<file path="src/rtl/cpu_stream_loader_pkg.sv">
// Shared constants for the UART program loader: command marker, command codes
// and the controller state encoding.
package cpu_stream_loader_pkg;

  localparam logic [7:0] CMD_MARK      = 8'hFF;
  localparam logic [7:0] CMD_START     = 8'h00;
  localparam logic [7:0] CMD_END_RESET = 8'hFF;
  localparam logic [7:0] CMD_END_KEEP  = 8'hF0;
  localparam logic [7:0] CMD_SET_ADDR  = 8'h0A;
  localparam logic [7:0] CMD_CHECK     = 8'hCC;

  typedef enum logic [2:0] {
    ST_IDLE,
    ST_RECV,
    ST_DECODE,
    ST_WRITE,
    ST_WAIT_PC,
    ST_DONE
  } state_t;

endpackage

</file>
<file path="src/rtl/cpu_stream_loader_if.sv">
// Byte-stream handshake from the UART plus the instruction-RAM write bus.
interface cpu_stream_loader_if #(
  parameter int WORD_BYTES = 3,
  parameter int ADDR_W     = 8
) ();
  logic                    packet_ready;
  logic [7:0]              packet_data;
  logic                    packet_ack;
  logic                    mem_we;
  logic [ADDR_W-1:0]       mem_addr;
  logic [8*WORD_BYTES-1:0] mem_wdata;
  logic                    mem_ack;

  modport master (
    input  packet_ready, packet_data, mem_ack,
    output packet_ack, mem_we, mem_addr, mem_wdata
  );

  modport slave (
    output packet_ready, packet_data, mem_ack,
    input  packet_ack, mem_we, mem_addr, mem_wdata
  );
endinterface

</file>
<file path="src/rtl/cpu_stream_loader_word_assembler.sv">
// Four-phase byte handshake and little-endian word assembly; pulses
// word_valid for one cycle once WORD_BYTES bytes have been captured.
module loader_word_assembler #(
  parameter int WORD_BYTES = 3
) (
  input  logic                    clk,
  input  logic                    rst,
  input  logic                    accept,
  input  logic                    packet_ready,
  input  logic [7:0]              packet_data,
  output logic                    packet_ack,
  output logic                    word_valid,
  output logic                    partial,
  output logic [8*WORD_BYTES-1:0] word
);
  localparam int CNT_W = $clog2(WORD_BYTES + 1);

  logic [CNT_W-1:0] byte_cnt;
  logic             take;

  // A byte is taken only on the rising phase, so each one is captured once.
  assign take    = accept && packet_ready && !packet_ack;
  assign partial = (byte_cnt != '0);

  always_ff @(posedge clk) begin
    if (rst) begin
      packet_ack <= 1'b0;
      word_valid <= 1'b0;
      byte_cnt   <= '0;
      word       <= '0;
    end else begin
      word_valid <= 1'b0;
      if (take) begin
        packet_ack <= 1'b1;
        word       <= {packet_data, word[8*WORD_BYTES-1:8]};
        if (byte_cnt == CNT_W'(WORD_BYTES - 1)) begin
          byte_cnt   <= '0;
          word_valid <= 1'b1;
        end else begin
          byte_cnt <= byte_cnt + CNT_W'(1);
        end
      end else if (packet_ack && !packet_ready) begin
        packet_ack <= 1'b0;
      end
    end
  end
endmodule

</file>
<file path="src/rtl/cpu_stream_loader.sv">
// Loads a program over a UART byte stream into instruction RAM while the CPU
// is halted; decodes in-band commands, tracks a running byte checksum.
module cpu_stream_loader
  import cpu_stream_loader_pkg::*;
#(
  parameter int WORD_BYTES = 3,
  parameter int ADDR_W     = 8
) (
  input  logic                clk,
  input  logic                rst,
  input  logic                halt_flag,
  input  logic [ADDR_W-1:0]   pc_addr,
  cpu_stream_loader_if.master bus,
  output logic                cpu_paused,
  output logic                reset_pc,
  output logic                load_done,
  output logic                checksum_err,
  output logic [ADDR_W:0]     word_count
);
  localparam int WORD_W = 8 * WORD_BYTES;

  state_t            state, next_state;
  logic              accept, word_valid, partial, active;
  logic [WORD_W-1:0] word, word_p0;
  logic [ADDR_W-1:0] mem_addr;
  logic [7:0]        checksum, code;
  logic              is_cmd, start_ok;

  function automatic logic [7:0] byte_sum(input logic [WORD_W-1:0] w);
    logic [7:0] s;
    s = '0;
    for (int i = 0; i < WORD_BYTES; i++) s = s + w[8*i +: 8];
    return s;
  endfunction

  function automatic logic [ADDR_W:0] sat_inc(input logic [ADDR_W:0] c);
    return c[ADDR_W] ? c : c + (ADDR_W + 1)'(1);
  endfunction

  loader_word_assembler #(.WORD_BYTES(WORD_BYTES)) u_asm (
    .clk         (clk),
    .rst         (rst),
    .accept      (accept),
    .packet_ready(bus.packet_ready),
    .packet_data (bus.packet_data),
    .packet_ack  (bus.packet_ack),
    .word_valid  (word_valid),
    .partial     (partial),
    .word        (word)
  );

  assign is_cmd   = (word_p0[WORD_W-1 -: 8] == CMD_MARK);
  assign code     = word_p0[WORD_W-9 -: 8];
  assign start_ok = (state == ST_DECODE) && is_cmd && (code == CMD_START) &&
                    halt_flag && !active;

  always_ff @(posedge clk) begin
    if (rst) state <= ST_IDLE;
    else     state <= next_state;
  end

  always_comb begin
    next_state = state;
    unique case (state)
      ST_IDLE, ST_RECV: begin
        if (word_valid)   next_state = ST_DECODE;
        else if (partial) next_state = ST_RECV;
        else              next_state = ST_IDLE;
      end
      ST_DECODE: begin
        next_state = ST_IDLE;
        if (active && !is_cmd)                            next_state = ST_WRITE;
        else if (active && is_cmd && code == CMD_END_RESET) next_state = ST_WAIT_PC;
        else if (active && is_cmd && code == CMD_END_KEEP)  next_state = ST_DONE;
      end
      ST_WRITE:   if (bus.mem_ack) next_state = ST_IDLE;
      ST_WAIT_PC: if (pc_addr == '0) next_state = ST_DONE;
      ST_DONE:    next_state = ST_IDLE;
      default:    next_state = ST_IDLE;
    endcase
  end

  always_comb begin
    accept    = (state == ST_IDLE) || (state == ST_RECV);
    reset_pc  = (state == ST_WAIT_PC);
    load_done = (state == ST_DONE);
  end

  assign bus.mem_we    = (state == ST_WRITE);
  assign bus.mem_addr  = mem_addr;
  assign bus.mem_wdata = word_p0;

  // Decode / write stage: word_p0 holds the word being acted on.
  always_ff @(posedge clk) begin
    if (rst) begin
      word_p0      <= '0;
      active       <= 1'b0;
      cpu_paused   <= 1'b0;
      mem_addr     <= '0;
      word_count   <= '0;
      checksum     <= '0;
      checksum_err <= 1'b0;
    end else begin
      if (accept && word_valid) word_p0 <= word;
      if (state == ST_DECODE && active && is_cmd) begin
        if (code == CMD_SET_ADDR) mem_addr <= word_p0[ADDR_W-1:0];
        if (code == CMD_CHECK) begin
          if (checksum != word_p0[7:0]) checksum_err <= 1'b1;
          checksum <= '0;
        end
      end
      if (start_ok) begin
        active       <= 1'b1;
        cpu_paused   <= 1'b1;
        mem_addr     <= '0;
        word_count   <= '0;
        checksum     <= '0;
        checksum_err <= 1'b0;
      end
      if (state == ST_WRITE && bus.mem_ack) begin
        mem_addr   <= mem_addr + ADDR_W'(1);
        word_count <= sat_inc(word_count);
        checksum   <= checksum + byte_sum(word_p0);
      end
      if (next_state == ST_DONE && state != ST_DONE) begin
        active     <= 1'b0;
        cpu_paused <= 1'b0;
      end
    end
  end
endmodule

</file>
<file path="src/flat_wrapper.sv">
// flat-port wrapper written by rule: the top's interface ports become plain ports
module cpu_stream_loader_flat import cpu_stream_loader_pkg::*;
#(
  parameter int WORD_BYTES = 3,
  parameter int ADDR_W     = 8
)
  (clk, rst, halt_flag, pc_addr, cpu_paused, reset_pc, load_done, checksum_err, word_count, bus_packet_ready, bus_packet_data, bus_mem_ack, bus_packet_ack, bus_mem_we, bus_mem_addr, bus_mem_wdata);
  cpu_stream_loader_if #(.WORD_BYTES(WORD_BYTES), .ADDR_W(ADDR_W)) bus_i ();
  input  logic clk;
  input  logic rst;
  input  logic halt_flag;
  input  logic [ADDR_W-1:0] pc_addr;
  output logic cpu_paused;
  output logic reset_pc;
  output logic load_done;
  output logic checksum_err;
  output logic [ADDR_W:0] word_count;
  input wire logic [$bits(bus_i.packet_ready)-1:0] bus_packet_ready;
  input wire logic [$bits(bus_i.packet_data)-1:0] bus_packet_data;
  input wire logic [$bits(bus_i.mem_ack)-1:0] bus_mem_ack;
  output wire logic [$bits(bus_i.packet_ack)-1:0] bus_packet_ack;
  output wire logic [$bits(bus_i.mem_we)-1:0] bus_mem_we;
  output wire logic [$bits(bus_i.mem_addr)-1:0] bus_mem_addr;
  output wire logic [$bits(bus_i.mem_wdata)-1:0] bus_mem_wdata;
  assign bus_i.packet_ready = bus_packet_ready;
  assign bus_i.packet_data = bus_packet_data;
  assign bus_i.mem_ack = bus_mem_ack;
  assign bus_packet_ack = bus_i.packet_ack;
  assign bus_mem_we = bus_i.mem_we;
  assign bus_mem_addr = bus_i.mem_addr;
  assign bus_mem_wdata = bus_i.mem_wdata;
  cpu_stream_loader #(.WORD_BYTES(WORD_BYTES), .ADDR_W(ADDR_W)) u_core (.clk(clk), .rst(rst), .halt_flag(halt_flag), .pc_addr(pc_addr), .bus(bus_i), .cpu_paused(cpu_paused), .reset_pc(reset_pc), .load_done(load_done), .checksum_err(checksum_err), .word_count(word_count));
endmodule
</file>
<file path="config.mk">
export PLATFORM = sky130hd
export DESIGN_NAME = cpu_stream_loader_flat
export DESIGN_NICKNAME = d
export VERILOG_FILES = /design/src/rtl/cpu_stream_loader_pkg.sv /design/src/rtl/cpu_stream_loader_if.sv /design/src/rtl/cpu_stream_loader_word_assembler.sv /design/src/rtl/cpu_stream_loader.sv /design/src/flat_wrapper.sv
export SDC_FILE = /design/constraint.sdc
export NUM_CORES = 1
export LEC_CHECK = 0
export CORE_ASPECT_RATIO = 0.5
export CORE_MARGIN = 2
export CORE_UTILIZATION = 60
export CTS_CLUSTER_DIAMETER = 50
export CTS_CLUSTER_SIZE = 20
export DETAILED_ROUTE_END_ITERATION = 10
export DONT_BUFFER_PORTS = 1
export PLACE_DENSITY = 0.83
export RECOVER_POWER = 50
export SETUP_SLACK_MARGIN = 0.2
export SYNTH_ARGS = -nofsm -noshare
export SYNTH_HDL_FRONTEND = slang
export SYNTH_SLANG_ARGS = --single-unit
</file>
<file path="constraint.sdc">
create_clock -name clk -period 9.5 [get_ports clk]
set_input_delay 1.9 -clock clk [delete_from_list [all_inputs] [get_ports clk]]
set_output_delay 1.9 -clock clk [all_outputs]
set_load 0.02 [all_outputs]
</file>
==> results.sh, run 1 <==
export IMPL_grt_busiest_layer="met2"
export IMPL_placed_area_um2=4250
export IMPL_h_tree_depth=3
export IMPL_clock_path_buffers=2
export IMPL_grt_max_degree=68
export IMPL_outcome="finished clean"
export IMPL_p_sw_frac=0.212
export IMPL_combPwrFrac=0.024
export IMPL_firstDrtPassIters=5
export IMPL_via_per_inst=5.93
export IMPL_synth_async_reset_ratio=0
export IMPL_cts_tree="yes"
export IMPL_tns_ns=0
export IMPL_nNetsFinal=553
export IMPL_cp_arrival_ns=1.64
export IMPL_ys_seq_area_frac=0.389
export IMPL_fin_crit_sh=0.373
export IMPL_synth_seq_cells=82
export IMPL_slowest_delay_ns=0.71
export IMPL_die_h_um=63.3
export IMPL_grt_pass1_wl_mm=16.8
export IMPL_final_setup_viol_count=0
export IMPL_grt_overflow=0
export IMPL_rows=21
export IMPL_synth_most_common_cell="nand2_1"
export IMPL_setup_slack_ns=5.96
export IMPL_cts_buffers=9
export IMPL_yosysUniqueCellTypes=59
export IMPL_drt_iter0_markers=381
export IMPL_clkPwrFrac=0.521
export IMPL_critical_path_cell_chain="nor3b_1"
export IMPL_drc_errors=0
export IMPL_pre_cts_slack_ns=6.01
export IMPL_hp_class="flip-flop to flip-flop"
export IMPL_synthCells=513
export IMPL_cap_viol_max_count=0
export IMPL_vdd_drop_max_mv=0.124
export IMPL_ant_nets=0
export IMPL_diodes=0
export IMPL_powerDensity_nw_per_um2=171
export IMPL_synth_main_ff_cell="dfxtp_1"
export IMPL_p_int_mw=0.615
export IMPL_skew_ns=0.00438
export IMPL_post_cts_resized=0
export IMPL_num_vias=3552
export IMPL_root_buffer="clkbuf_16"
export IMPL_syn_to_final_growth_pct=8.04
export IMPL_post_cts_buffers=0
export IMPL_power_leakage_nw=1.67
export IMPL_met3_usage=0.0842
export IMPL_synth_top_cell_area_share=0.389
export IMPL_ios=68
export IMPL_slew_headroom=0.110
export IMPL_max_freq_ghz=0.282
export IMPL_holdBufCountCts=0
export IMPL_start_util=0.625
export IMPL_cp_end_kind="output port"
export IMPL_synth_cells_most_frequent="114 x nand2_1, 82 x dfxtp_1, 71 x a21oi_1"
export IMPL_grtUsageMet1=0.379
export IMPL_clock_latency_ns=0.35
export IMPL_stdcell_area_um2=4560
export IMPL_routabilityCongestion=0.864
export IMPL_clk_pin_slew_worst_paths_ns=0.06
export IMPL_post_drt_wl_per_cell_um=17.4
export IMPL_start_kind="flip-flop"
export IMPL_cp_top_family="simple AND/OR/NAND/NOR gates"
export IMPL_crit_path_top_delay_cell="nor3b_1"
export IMPL_fin_util=0.675
export IMPL_critPathKind="flip-flop to output port"
export IMPL_syn_area_um2=4220
export IMPL_cts_sinks=82
export IMPL_layout_drive_gt1_share=0.0651
export IMPL_hold_viol=0
export IMPL_critical_path_buf_inv_count=0
export IMPL_slew_viol_final=0
export IMPL_grt_total_usage=0.282
export IMPL_drt_wl_total_mm=10.4
export IMPL_power_net_switching_mw=0.166
export IMPL_rsz0062_at_grt="no"
export IMPL_die_x_um=123
export IMPL_grt_pass1_vias=3339
export IMPL_ys_warn_count=0
export IMPL_die_area_um2=7760
export IMPL_synth_edff_count=0
export IMPL_grt_util_met2=0.435
export IMPL_seq_power_share=0.454
export IMPL_yosys_area_top_type="dfxtp_1"
export IMPL_whs_ns=0.453
export IMPL_antenna_found_initial=0
export IMPL_coreArea_um2=6750
export IMPL_crit_path_max_fanout=10
export IMPL_hpwlAfterDp_mm=7.09
export IMPL_worst_slew_pin_slew_ns=1.33
export IMPL_synth_fp_nets=564
export IMPL_critPathRequiredTime_ns=7.60
export IMPL_postSynthAreaPerCell_um2=8.22
export IMPL_io_buffers=0
export IMPL_synthTopCellsByArea="dfxtp_1 39%, nand2_1 10%, a21oi_1 8.4%"
export IMPL_period_needed_ns=3.54
## power groups by stage
stage          combinational (mW)  sequential, mW  clock (mW)
2_1_floorplan              0.0197           0.360           0
3_3_place_gp               0.0182           0.362           0
3_5_place_dp               0.0188           0.362           0
4_1_cts                    0.0191           0.355       0.409
5_1_grt                    0.0215           0.355       0.426
6_report                   0.0190           0.355       0.407
## logic make-up after synthesis
| kind of cell | after synthesis | share of synthesized area |
|---|---|---|
| and+or+nand+nor | 215 | 0.252 |
| AOI/OAI and AO/OA | 110 | 0.156 |
| DFF | 82 | 0.389 |
| buffers and inverters | 63 | 0.0605 |
| adders and majority gates | 30 | 0.114 |
| xor gates and xnor gates | 10 | 0.0208 |
| muxes | 3 | 0.00741 |
## metal layers
layer / share of wire / vias up
met2: 0.45 / 145
li1: - / 1699
met5: 0 / -
met1: 0.45 / 1688
met3: 0.077 / 20
met4: 0.020 / 0
## sequential cells by signal, summed over array words and instances, names as in the netlist
signal                   cells
u_core.bus.mem_addr          8
u_core.bus.mem_wdata        24
u_core.checksum              8
u_core.checksum_err          1
u_core.cpu_paused            1
u_core.state                 3
u_core.u_asm.byte_cnt        2
u_core.u_asm.packet_ack      1
u_core.u_asm.word           24
u_core.u_asm.word_valid      1
u_core.word_count            9
## worst register-to-register path: cells and delay by family, from the launching register on
kind	cells	cell delay (ns)
fa+ha+maj	4	1.49
simple gates	3	0.68
flops	1	0.59
compound gates	2	0.30
buf+inv	3	0.24
xor+xnor	1	0.15
## stage by stage
stage	std cells	total power, mW
final	599	0.780
after global routing	599	0.802
after CTS	599	0.783
after detailed placement	583	0.381
after global placement	583	0.380
after floorplan	513	0.380
## cells in the final DEF (no fill, tap or decap), drive strengths merged, types with 5 or more instances in the layout
cell / netlist / layout
nand2: 114 / 114
nor4: 6 / 6
nor2: 31 / 31
nor3: 8 / 8
a21oi: 72 / 72
nand2b: 5 / 5
clkbuf: 17 / 9
o21ai: 15 / 15
xnor2: 8 / 8
dfxtp: 82 / 82
nand3: 15 / 15
inv: 40 / 42
ha: 16 / 16
fa: 14 / 14
or2: 7 / 7
## area by class of cell
class	instances	area, µm²
well taps	92	115
clock buffers	9	225
inverters	40	150
clock inverters	7	124
multi-input cells	368	2290
flip-flops and latches	82	1640
repair buffers	1	7.51
fillers	504	2190
## path summary, 6_finish.rpt
path                                           endpoint                    start  slack [ns]  depth (start not counted)
worst max register to register       u_core.checksum[7]  u_core.bus.mem_wdata[9]        6.00                         13
worst min register to register  u_core.bus.mem_wdata[6]     u_core.u_asm.word[6]        0.45                          2
worst min-delay path            u_core.bus.mem_wdata[6]     u_core.u_asm.word[6]        0.45                          2
worst max-delay path                           reset_pc          u_core.state[2]        5.96                          1
No activity file was read; power rests on OpenSTA's default activity.
==> run 2, diff against run 1 <==
--- a/config.mk
+++ b/config.mk
@@ -7,12 +7,12 @@
 export LEC_CHECK = 0
 export CORE_ASPECT_RATIO = 0.5
 export CORE_MARGIN = 2
-export CORE_UTILIZATION = 60
+export CORE_UTILIZATION = 57
 export CTS_CLUSTER_DIAMETER = 50
 export CTS_CLUSTER_SIZE = 20
 export DETAILED_ROUTE_END_ITERATION = 10
 export DONT_BUFFER_PORTS = 1
-export PLACE_DENSITY = 0.83
+export PLACE_DENSITY = 0.82
 export RECOVER_POWER = 50
 export SETUP_SLACK_MARGIN = 0.2
 export SYNTH_ARGS = -nofsm -noshare
==> constraint.sdc (replaced) <==
create_clock -name clk -period 3.09 [get_ports clk]
set_input_delay 0.618 -clock clk [delete_from_list [all_inputs] [get_ports clk]]
set_output_delay 0.618 -clock clk [all_outputs]
set_load 0.02 [all_outputs]
==> results.sh, run 2 (synthesized netlist as in run 1, its figures left out) <==
export IMPL_max_freq_ghz=0.336
export IMPL_min_path_cells=1
export IMPL_clk_pin_slew_worst_paths_ns=0.06
export IMPL_slew_viol_final=0
export IMPL_syn_to_final_growth_pct=11.8
export IMPL_powerDensity_nw_per_um2=479
export IMPL_cts_buffers=9
export IMPL_grt_overflow=0
export IMPL_ios=68
export IMPL_grt_total_usage=0.268
export IMPL_skew_ns=0.00742
export IMPL_fin_crit_sh=0.964
export IMPL_setup_slack_ns=0.111
export IMPL_r2r_end="u_core.checksum[7]"
export IMPL_r2r_start="u_core.checksum[1]"
export IMPL_placedCellCount=609
export IMPL_drt_wl_total_mm=10.8
export IMPL_worstRegToRegCells=13
export IMPL_start_kind="flip-flop"
export IMPL_grt_pass1_vias=3391
export IMPL_final_common_cell="nand2_1"
export IMPL_holdBufCountCts=0
export IMPL_routabilityCongestion=0.875
export IMPL_ant_nets=0
export IMPL_outcome="finished clean"
export IMPL_layout_common_cells="114 x nand2_1, 76 x dfxtp_1, 70 x a21oi_1"
export IMPL_critPathRequiredTime_ns=3.36
export IMPL_vdd_drop_max_mv=0.277
export IMPL_rsz0062_at_grt="yes"
export IMPL_slew_headroom=0.197
export IMPL_drt_iter0_markers=349
export IMPL_cts_sinks=82
export IMPL_die_h_um=64.8
export IMPL_drc_errors=0
export IMPL_root_buffer="clkbuf_16"
export IMPL_fin_util=0.651
export IMPL_die_x_um=126
export IMPL_pre_cts_slack_ns=0.00383
export IMPL_whs_ns=0.341
export IMPL_power_leakage_nw=1.75
export IMPL_hold_viol=0
export IMPL_coreArea_um2=7240
export IMPL_cts_tree="yes"
export IMPL_tns_ns=0
export IMPL_grt_pass1_wl_mm=17.0
export IMPL_start_util=0.583
export IMPL_stdcell_count=627
export IMPL_final_setup_viol_count=0
export IMPL_firstDrtPassIters=5
export IMPL_worstHoldStart="rst"
export IMPL_cp_end_kind="flip-flop"
export IMPL_critPathKind="flip-flop to flip-flop"
export IMPL_h_tree_depth=3
export IMPL_io_buffers=0
export IMPL_layout_drive_gt1_share=0.102
export IMPL_diodes=0
export IMPL_period_needed_ns=2.98
export IMPL_nNetsFinal=577
export IMPL_antenna_found_initial=0
export IMPL_post_drt_wl_per_cell_um=17.2
export IMPL_regToRegSetupSlack_ns=0.11
export IMPL_cp_arrival_ns=3.25
export IMPL_hp_class="input port to flip-flop"
export IMPL_min_to="u_core.bus.mem_addr[5]"
export IMPL_die_area_um2=8150
export IMPL_num_vias=3648
export IMPL_grt_max_degree=68
export IMPL_rows=22
export IMPL_via_per_inst=5.82
export IMPL_clock_path_buffers=2
export IMPL_clock_latency_ns=0.34
export IMPL_crit_path_max_fanout=3
export IMPL_cap_viol_max_count=0
export IMPL_worst_slew_pin_slew_ns=1.20
export IMPL_hpwlAfterDp_mm=7.47
==> run 2: cell types whose count changed in the layout (fill, tap and decap cells not counted), sizes merged <==
cell,previous run,this run
buf,1,4
bufinv,3,1
clkbuf,9,32
==> run 2: layout make-up <==
type / instances / area, µm²
fillers: 596 / 2520
multi-input cells: 368 / 2370
flip-flops and latches: 82 / 1650
clock buffers: 11 / 253
inverters: 40 / 150
well taps: 96 / 120
repair buffers: 25 / 109
clock inverters: 5 / 58.8
==> run 2: worst max-delay path by stage <==
stage                       startpoint                  to
6_report            u_core.checksum[1]  u_core.checksum[7]
2_1_floorplan  u_core.bus.mem_wdata[9]  u_core.checksum[7]
3_3_place_gp        u_core.checksum[1]  u_core.checksum[7]
4_1_cts             u_core.checksum[1]  u_core.checksum[7]
5_1_grt             u_core.checksum[1]  u_core.checksum[7]
3_5_place_dp        u_core.checksum[1]  u_core.checksum[7]
==> run 2: power breakdown <==
part	total, mW	internal, mW	switching [mW]
Sequential	1.09	1.07	0.0191
Clock	1.11	0.673	0.436
Combinational	0.0604	0.0211	0.0393
Total	2.26	1.76	0.495
==> run 2: critical path, cell delays in order, from the launching register on <==
cell and delay, ns:
dfxtp_2 0.32, inv_1 0.05, fa_1 0.55, fa_1 0.43
inv_2 0.08, ha_4 0.14, inv_2 0.04, fa_2 0.33
nand2b_4 0.17, a21oi_4 0.13, o22ai_2 0.08, xnor2_1 0.14
or4_1 0.40, nand3_1 0.07
==> run 2: through the flow <==
step,power (mW),instance area (µm²)
finish,2.26,4720
global route,2.31,4720
CTS,2.26,4780
detailed placement,1.17,4440
global placement,1.17,4440
floorplan,1.17,4250
==> run 2: repair_timing <==
item	in CTS	in global routing
setup buffers	2	0
resized for setup	2	4
pin swaps	2	0
endpoints found under the setup margin	1	2
==> run 2: layer usage <==
metal	vias up	global-route usage	part of all wire
met5	-	0	0
met4	0	0.124	0.030
met3	30	0.0768	0.089
met2	157	0.397	0.44
met1	1714	0.365	0.44
li1	1747	-	-
==> run 3, diff against run 2 <==
--- a/config.mk
+++ b/config.mk
@@ -14,6 +14,7 @@
 export DONT_BUFFER_PORTS = 1
 export PLACE_DENSITY = 0.82
 export RECOVER_POWER = 50
+export REMOVE_ABC_BUFFERS = 1
 export SETUP_SLACK_MARGIN = 0.2
 export SYNTH_ARGS = -nofsm -noshare
 export SYNTH_HDL_FRONTEND = slang
==> results.sh, run 3 (synthesized netlist as in run 1, its figures left out) <==
export IMPL_outcome="finished clean"
export IMPL_cp_arrival_ns=3.32
export IMPL_whs_ns=0.335
export IMPL_min_path_cells=1
export IMPL_start_kind="flip-flop"
export IMPL_num_vias=3538
export IMPL_die_area_um2=8150
export IMPL_critPathKind="flip-flop to flip-flop"
export IMPL_ant_nets=0
export IMPL_worstRegToRegCells=13
export IMPL_placed_area_um2=4410
export IMPL_final_common_cell="nand2_1"
export IMPL_period_needed_ns=3.03
export IMPL_diodes=0
export IMPL_clock_latency_ns=0.35
export IMPL_start_util=0.583
export IMPL_worst_slew_pin_slew_ns=1.28
export IMPL_final_setup_viol_count=0
export IMPL_grt_pass1_vias=3353
export IMPL_post_cts_buffers=0
export IMPL_critPathRequiredTime_ns=3.37
export IMPL_hpwlAfterDp_mm=6.97
export IMPL_grt_overflow=0
export IMPL_cts_tree="yes"
export IMPL_crit_path_top_delay_cell="fa_1"
export IMPL_stdcell_area_um2=4690
export IMPL_cts_sinks=82
export IMPL_crit_end="u_core.checksum[7]"
export IMPL_root_buffer="clkbuf_16"
export IMPL_post_drt_wl_per_cell_um=16.4
export IMPL_layout_common_cells="114 x nand2_1, 80 x dfxtp_1, 70 x a21oi_1"
export IMPL_cp_end_kind="flip-flop"
export IMPL_skew_ns=0.00490
export IMPL_coreArea_um2=7240
export IMPL_rsz0062_at_grt="yes"
export IMPL_placedCellCount=608
export IMPL_via_per_inst=5.68
export IMPL_ios=68
export IMPL_fin_util=0.648
export IMPL_holdBufCountCts=0
export IMPL_routabilityCongestion=0.844
export IMPL_grt_max_degree=68
export IMPL_pre_cts_slack_ns=-0.0920
export IMPL_clock_path_buffers=2
export IMPL_slew_viol_final=0
export IMPL_powerDensity_nw_per_um2=491
export IMPL_setup_slack_ns=0.0562
export IMPL_cts_buffers=9
export IMPL_top_layer="met4"
export IMPL_drc_errors=0
export IMPL_die_x_um=126
export IMPL_stdcell_count=623
export IMPL_hp_class="input port to flip-flop"
export IMPL_slew_headroom=0.144
export IMPL_max_freq_ghz=0.330
export IMPL_clk_pin_slew_worst_paths_ns=0.06
export IMPL_syn_to_final_growth_pct=11.1
export IMPL_hold_viol=0
export IMPL_wl_met3_um=896
export IMPL_nNetsFinal=574
export IMPL_power_leakage_nw=1.73
export IMPL_regToRegSetupSlack_ns=0.06
export IMPL_critical_path_cell_chain="inv_2 > fa_1 > fa_1 > inv_1 > ha_2 > inv_2 > fa_2 > nand2b_4 > a21oi_4 > o22ai_2 > xnor2_1 > or4_1 > nand3_1"
export IMPL_grt_total_usage=0.256
export IMPL_cp_startpoint="u_core.checksum[1]"
export IMPL_r2r_end="u_core.checksum[7]"
export IMPL_drt_iter0_markers=358
export IMPL_slowest_delay_ns=0.54
export IMPL_io_buffers=0
export IMPL_tns_ns=0
export IMPL_r2r_start="u_core.checksum[1]"
export IMPL_h_tree_depth=3
export IMPL_drt_wl_total_mm=10.2
export IMPL_vdd_drop_max_mv=0.290
export IMPL_power_mw=2.30
export IMPL_grt_pass1_wl_mm=16.2
export IMPL_wl_met2_mm=4.61
export IMPL_antenna_found_initial=0
export IMPL_drt_met1_wl_mm=4.55
export IMPL_firstDrtPassIters=5
export IMPL_crit_path_max_fanout=3
export IMPL_rows=22
export IMPL_layout_drive_gt1_share=0.0873
export IMPL_die_h_um=64.8
export IMPL_fin_crit_sh=0.982
export IMPL_cap_viol_max_count=0
==> run 3: cell type report <==
cell class,count,area (µm²)
multi-input combinational,368,2360
sequential,82,1640
clock buffer,11,243
fill,613,2550
inverter,40,150
tap,96,120
timing repair buffer,22,93.8
clock inverter,4,76.3
==> run 3: how the worst min path moves through the flow <==
| stage | slack, ns | start | end |
|---|---|---|---|
| after global placement | 0.43 | u_core.u_asm.word[6] | u_core.bus.mem_wdata[6] |
| after floorplan | 0.43 | u_core.u_asm.word[0] | u_core.bus.mem_wdata[0] |
| final | 0.33 | rst | u_core.u_asm.word[18] |
| after CTS | 0.33 | rst | u_core.bus.mem_wdata[9] |
| after global routing | 0.33 | rst | u_core.u_asm.word[15] |
| after detailed placement | 0.44 | u_core.u_asm.word[6] | u_core.bus.mem_wdata[6] |
==> run 3: worst max-delay path: cells and delay by family, from the launching register on <==
| kind | cells | cell delay (ns) |
|---|---|---|
| AO/OA/AOI/OAI | 2 | 0.25 |
| adder cells (fa/ha/maj) | 4 | 1.45 |
| AND/OR/NAND/NOR | 3 | 0.65 |
| XOR/XNOR | 1 | 0.14 |
| buffers and inverters | 3 | 0.15 |
| flip-flops | 1 | 0.33 |
==> run 3: per-layer routing <==
| metal | GRT usage | up-vias |
|---|---|---|
| met2 | 0.399 | 131 |
| met5 | 0 | - |
| met4 | 0.0972 | 0 |
| met3 | 0.102 | 18 |
| met1 | 0.324 | 1652 |
| li1 | - | 1737 |
==> run 3: what timing repair did <==
| item | in CTS | in global routing |
|---|---|---|
| pin swaps | 7 | 1 |
| resized for setup | 8 | 2 |
| endpoints found under the setup margin | 1 | 2 |
==> run 3: power breakdown <==
group	internal [mW]	switching (mW)	total, mW	leakage [nW]
Combinational	0.0211	0.0382	0.0593	0.918
Clock	0.726	0.425	1.15	0.152
Sequential	1.07	0.0171	1.09	0.664
Total	1.82	0.480	2.30	1.73
